### src/rtl/pc_fetch_block_pkg.sv
// Shared widths, bubble/halt encodings and fetch FSM state type for the PC fetch stage.
package pc_fetch_block_pkg;

  localparam int unsigned ADDR_W  = 8;
  localparam int unsigned INS_W   = 20;
  localparam logic [19:0] NOP_INS = 20'h00000;
  localparam logic [3:0]  HALT_OP = 4'hF;

  typedef enum logic [1:0] {
    S_RUN      = 2'd0,
    S_REDIRECT = 2'd1,
    S_HALT     = 2'd2
  } fetch_state_e;

endpackage

### src/rtl/pc_fetch_block_if.sv
// Fetch-stage bus: stall/redirect controls and program-memory in, PC/instruction/status out.
interface pc_fetch_block_if #(
  parameter int unsigned ADDR_W = pc_fetch_block_pkg::ADDR_W,
  parameter int unsigned INS_W  = pc_fetch_block_pkg::INS_W
);

  logic              stall;
  logic              stall_pm;
  logic              jump;
  logic [ADDR_W-1:0] jmp_loc;
  logic [INS_W-1:0]  ins_pm;
  logic [ADDR_W-1:0] pm_addr;
  logic [INS_W-1:0]  ins_out;
  logic              ins_valid;
  logic              halted;
  logic [7:0]        stall_cnt;

  // Controller / program-memory side
  modport master (
    output stall, stall_pm, jump, jmp_loc, ins_pm,
    input  pm_addr, ins_out, ins_valid, halted, stall_cnt
  );

  // Fetch block side
  modport slave (
    input  stall, stall_pm, jump, jmp_loc, ins_pm,
    output pm_addr, ins_out, ins_valid, halted, stall_cnt
  );

endinterface

### src/rtl/pc_fetch_block_pc_reg.sv
// Program counter register: load has priority over increment; increment wraps naturally.
module pc_reg #(
  parameter int unsigned ADDR_W = pc_fetch_block_pkg::ADDR_W
) (
  input  logic              clk,
  input  logic              reset,
  input  logic              load,
  input  logic              inc,
  input  logic [ADDR_W-1:0] d,
  output logic [ADDR_W-1:0] q
);

  always_ff @(posedge clk or posedge reset) begin
    if (reset) begin
      q <= '0;
    end else if (load) begin
      q <= d;
    end else if (inc) begin
      q <= q + 1'b1;
    end
  end

endmodule

### src/rtl/pc_fetch_block.sv
// Fetch stage: PC sequencing with stall/bubble/redirect handling and a sticky HALT state.
module pc_fetch_block #(
  parameter int unsigned      ADDR_W  = pc_fetch_block_pkg::ADDR_W,
  parameter int unsigned      INS_W   = pc_fetch_block_pkg::INS_W,
  parameter logic [INS_W-1:0] NOP_INS = pc_fetch_block_pkg::NOP_INS
) (
  input logic              clk,
  input logic              reset,
  pc_fetch_block_if.slave  bus
);

  import pc_fetch_block_pkg::*;

  fetch_state_e      state;
  logic [INS_W-1:0]  ins_out_q;
  logic              ins_valid_q;
  logic              halted_q;
  logic [7:0]        stall_cnt_q;
  logic [ADDR_W-1:0] pc_q;
  logic              pc_load;
  logic              pc_inc;
  logic              fetch_real;

  // Only an unstalled, unsquashed, non-jumping RUN cycle captures ins_pm
  always_comb begin
    pc_load    = 1'b0;
    pc_inc     = 1'b0;
    fetch_real = 1'b0;
    unique case (state)
      S_RUN: begin
        if (bus.jump) begin
          pc_load = 1'b1;
        end else begin
          pc_inc     = !bus.stall;
          fetch_real = !bus.stall && !bus.stall_pm;
        end
      end
      S_REDIRECT: pc_inc = !bus.stall;
      default: ;
    endcase
  end

  pc_reg #(.ADDR_W(ADDR_W)) u_pc_reg (
    .clk   (clk),
    .reset (reset),
    .load  (pc_load),
    .inc   (pc_inc),
    .d     (bus.jmp_loc),
    .q     (pc_q)
  );

  always_ff @(posedge clk or posedge reset) begin
    if (reset) begin
      state       <= S_RUN;
      ins_out_q   <= NOP_INS;
      ins_valid_q <= 1'b0;
      halted_q    <= 1'b0;
      stall_cnt_q <= '0;
    end else begin
      if (bus.stall && (stall_cnt_q != '1)) begin
        stall_cnt_q <= stall_cnt_q + 8'd1;
      end
      unique case (state)
        S_RUN: begin
          if (bus.jump) begin
            ins_out_q   <= NOP_INS;
            ins_valid_q <= 1'b0;
            state       <= S_REDIRECT;
          end else if (bus.stall_pm) begin
            ins_out_q   <= NOP_INS;
            ins_valid_q <= 1'b0;
          end else if (fetch_real) begin
            ins_out_q   <= bus.ins_pm;
            ins_valid_q <= 1'b1;
            if (bus.ins_pm[INS_W-1 -: 4] == HALT_OP) begin
              state    <= S_HALT;
              halted_q <= 1'b1;
            end
          end
        end
        S_REDIRECT: begin
          ins_out_q   <= NOP_INS;
          ins_valid_q <= 1'b0;
          state       <= S_RUN;
        end
        S_HALT: begin
          ins_valid_q <= 1'b0;
        end
        default: state <= S_RUN;
      endcase
    end
  end

  assign bus.pm_addr   = pc_q;
  assign bus.ins_out   = ins_out_q;
  assign bus.ins_valid = ins_valid_q;
  assign bus.halted    = halted_q;
  assign bus.stall_cnt = stall_cnt_q;

endmodule

### src/flat_wrapper.sv
// flat-port wrapper written by rule: the top's interface ports become plain ports
module pc_fetch_block_flat import pc_fetch_block_pkg::*;
#(
  parameter int unsigned      ADDR_W  = pc_fetch_block_pkg::ADDR_W,
  parameter int unsigned      INS_W   = pc_fetch_block_pkg::INS_W,
  parameter logic [INS_W-1:0] NOP_INS = pc_fetch_block_pkg::NOP_INS
)
  (clk, reset, bus_stall, bus_stall_pm, bus_jump, bus_jmp_loc, bus_ins_pm, bus_pm_addr, bus_ins_out, bus_ins_valid, bus_halted, bus_stall_cnt);
  pc_fetch_block_if #(.ADDR_W(ADDR_W), .INS_W(INS_W)) bus_i ();
  input logic clk;
  input logic reset;
  input wire logic [$bits(bus_i.stall)-1:0] bus_stall;
  input wire logic [$bits(bus_i.stall_pm)-1:0] bus_stall_pm;
  input wire logic [$bits(bus_i.jump)-1:0] bus_jump;
  input wire logic [$bits(bus_i.jmp_loc)-1:0] bus_jmp_loc;
  input wire logic [$bits(bus_i.ins_pm)-1:0] bus_ins_pm;
  output wire logic [$bits(bus_i.pm_addr)-1:0] bus_pm_addr;
  output wire logic [$bits(bus_i.ins_out)-1:0] bus_ins_out;
  output wire logic [$bits(bus_i.ins_valid)-1:0] bus_ins_valid;
  output wire logic [$bits(bus_i.halted)-1:0] bus_halted;
  output wire logic [$bits(bus_i.stall_cnt)-1:0] bus_stall_cnt;
  assign bus_i.stall = bus_stall;
  assign bus_i.stall_pm = bus_stall_pm;
  assign bus_i.jump = bus_jump;
  assign bus_i.jmp_loc = bus_jmp_loc;
  assign bus_i.ins_pm = bus_ins_pm;
  assign bus_pm_addr = bus_i.pm_addr;
  assign bus_ins_out = bus_i.ins_out;
  assign bus_ins_valid = bus_i.ins_valid;
  assign bus_halted = bus_i.halted;
  assign bus_stall_cnt = bus_i.stall_cnt;
  pc_fetch_block #(.ADDR_W(ADDR_W), .INS_W(INS_W), .NOP_INS(NOP_INS)) u_core (.clk(clk), .reset(reset), .bus(bus_i));
endmodule
### config.mk
export PLATFORM = sky130hd
export DESIGN_NAME = pc_fetch_block_flat
export DESIGN_NICKNAME = d
export VERILOG_FILES = /design/src/rtl/pc_fetch_block_pkg.sv /design/src/rtl/pc_fetch_block_if.sv /design/src/rtl/pc_fetch_block_pc_reg.sv /design/src/rtl/pc_fetch_block.sv /design/src/flat_wrapper.sv
export SDC_FILE = /design/constraint.sdc
export NUM_CORES = 1
export LEC_CHECK = 0
export BUFFER_PORTS_ARGS = -buffer_cell sky130_fd_sc_hd__buf_2
export CAP_MARGIN = 20
export CORE_MARGIN = 2
export CORE_UTILIZATION = 53
export CTS_CLUSTER_DIAMETER = 120
export DETAILED_ROUTE_END_ITERATION = 8
export PLACE_DENSITY = 0.89
export SLEW_MARGIN = 15
export SYNTH_ARGS = -nofsm -noshare
export SYNTH_HDL_FRONTEND = slang
export SYNTH_HIERARCHICAL = 1
export SYNTH_SLANG_ARGS = --single-unit
export TNS_END_PERCENT = 20
### constraint.sdc
create_clock -name clk -period 3.9 [get_ports clk]
set_clock_uncertainty 0.1 [all_clocks]
set_input_delay 0.39 -clock clk [delete_from_list [all_inputs] [get_ports clk]]
set_output_delay 0.39 -clock clk [all_outputs]
set_load 0.05 [all_outputs]
==> run metrics <==
Netlist cell types 39; Slew HR 53.9%; Max Cap Viol 0; initial antenna violation count 0; Power Total 0.00198 W; CTS Buf Count 5; slowest stage cell, crit path dfrtp_1; Residual DRC 0; Initial Util 55.5%; worst-path cell chain inv_1 -> ha_1 -> nor2b_1 -> nor2_1 -> nor2_1 -> nand4_1 -> or4_1 -> nand3_1; CP delay by family, top simple AND/OR/NAND/NOR gates; status finished clean; largest net degree at the start of global routing 33; pwr dens 784 nW/um2; crit end category flip-flop; sequential area share after synthesis 49.3%; core area 3660 um2; setup violators final 0; Post-Synthesis Cells 203; setup TNS 0 ps; setup ws final 1660 ps; GR Overflow Total 0; CP dominant cell by count nor2_1; layout overhead on the synthesized area 24.1%; syn avg cell area 10.0 um2; Place WS 1670 ps; die area 4340 um2; vias in the first global route 1583; Worst Tran Pin Value 688 ps; antenna-violating nets left 0; DRT iter0 DRCs 126; critical path class reg2reg; DR vias 1626; Boundary Pins 71; first-pass GRT wire length 6670 um; WL/cell 12.2 um; commonest non-fill, non-tap cells in the layout 70 x buf_2, 40 x dfrtp_1, 34 x nand2_1; Reg clk slew, reported paths 80 ps; most common cell after layout, fill and taps aside buf_2; Leakage 1.28 nW; via density per instance 5.00; Worst setup SP type flip-flop; worst min path class in2reg; CTS Root Cell clkbuf_8; HPWL Detailed 2970 um; worst-path fanout max 7; CP required 4020 ps; unrepaired setup endpoints after global routing no; Critical path origin u_core/state[0]$_DFFE_PP0P_; synthesized flop and latch total 40; WHS 205 ps; asr flop ratio synth 100%; placed cell area 2420 um2; share of cells above drive strength 1 31.8%; clk sinks 40; fmax 0.447 GHz; Final Cell Area 2520 um2; Routed Wire Length 3980 um; hold_sp bus_jmp_loc[2]; Top FF cell, synth dfrtp_1; # port buffers 70; Total Nets Final 315; CTS tree built; Max Slew Vio Count 0; Worst VDD drop 451 uV; chip width 65.9 um; drt pass-1 iters 4; min Tclk post-route 2240 ps; CTS HTree Levels 2; Tcrit/Tclk final 57.4%; CP arrival 2360 ps; Final Hold Fails 0; WP buf/inv 1; Total Routing Usage GR 19.6%; Max clock buf depth 2; antenna cells 0; Worst R2R Start u_core/state[0]$_DFFE_PP0P_; clock latency at the later pin of the worst-skew pair 280 ps; mapped cell area 2030 um2; Routability Congestion 0.785; synth warn 6; Die Y 65.9 um; worst stage delay on the critical path 430 ps; post-synthesis net count 242; # rows 22; number of synthesized flops with an enable pin 0
-- path summary, 6_finish.rpt --
path | slack [ps] | end | cells past startpoint
worst min register to register | 370 | u_core/bus.halted$_DFFE_PP0P_ | 1
worst min-delay path | 210 | u_core/u_pc_reg/q[2]$_DFFE_PP0P_ | 3
max in group asynchronous | 2770 | u_core/bus.ins_out[15]$_DFFE_PP0P_ | 4
worst max-delay path | 1660 | u_core/u_pc_reg/q[7]$_DFFE_PP0P_ | 8
worst max register to register | 1660 | u_core/u_pc_reg/q[7]$_DFFE_PP0P_ | 8
min in group asynchronous | 500 | u_core/u_pc_reg/q[7]$_DFFE_PP0P_ | 3
-- layer usage --
| layer | vias to the layer above | wire length, um | global-route usage (%) |
|---|---|---|---|
| li1 | 818 | - | - |
| met5 | - | 0 | 0 |
| met1 | 761 | 1740 | 24.1 |
| met2 | 42 | 2010 | 34.0 |
| met3 | 5 | 200 | 5.45 |
| met4 | 0 | 27 | 4.95 |
-- worst register-to-register path: cells and delay by family, from the launching register on --
family	cells	cell delay (ps)
buffers and inverters	1	100
AND/OR/NAND/NOR	6	1280
flip-flops	1	430
adder cells (fa/ha/maj)	1	270
-- cells in the mapped netlist, types with 3 or more instances --
cell type,number,area share [%]
buf_2,3,0.74
nor2b_1,4,1.2
ha_1,6,3.7
a21oi_1,3,0.74
mux2i_1,23,11
nand3_1,7,1.7
nand4_1,6,1.8
dfrtp_1,40,49
xor2_1,3,1.3
nor3_1,3,0.74
xnor2_1,3,1.3
nand2_1,34,6.3
o21ai_0,8,2.0
inv_1,26,4.8
or4_1,3,1.1
nor2_1,5,0.92
-- metrics by stage --
stage / utilization (%) / std cells
floorplan: - / 203
global placement: 65.8 / 315
detailed placement: 66.1 / 316
CTS: 68.8 / 325
global route: 68.8 / 325
finish: 68.8 / 325
-- state kept, by name, summed over array words and instances (netlist names) --
name and flops:
u_core/u_pc_reg/q 8, u_core/state 2, u_core/bus.ins_out 20, u_core/bus.ins_valid 1, u_core/bus.stall_cnt 8, u_core/bus.halted 1
-- power by group --
part | switching (W) | internal [W] | total, W
clock network | 0.000129 | 0.000144 | 0.000273
logic | 0.000718 | 0.000297 | 0.00102
registers | 0.000143 | 0.000543 | 0.000687
total | 0.000991 | 0.000985 | 0.00198
-- layout make-up --
| class | instances | area, um2 |
|---|---|---|
| Clock buffer | 8 | 90.1 |
| Fill cell | 299 | 1140 |
| Inverter | 26 | 97.6 |
| Multi-Input combinational cell | 129 | 885 |
| Sequential cell | 40 | 1000 |
| Tap cell | 48 | 60.1 |
| Timing Repair Buffer | 74 | 387 |
-- cells by family after synthesis --
logic type	after synthesis	share of synthesized area, %
AND/OR/NAND/NOR	71	17.6
flip-flops	40	49.3
AO/OA/AOI/OAI	20	6.22
buffers and inverters	34	7.39
adder cells (fa/ha/maj)	6	3.70
XOR/XNOR	6	2.59
multiplexers	26	13.2
-- what timing repair did --
action                                 in CTS  in global routing
buffers inserted                            0                  0
resized for setup                           0                  0
hold buffers                                1                  0
endpoints found under the hold margin       8                  0
(Power assumes the default switching activity.)
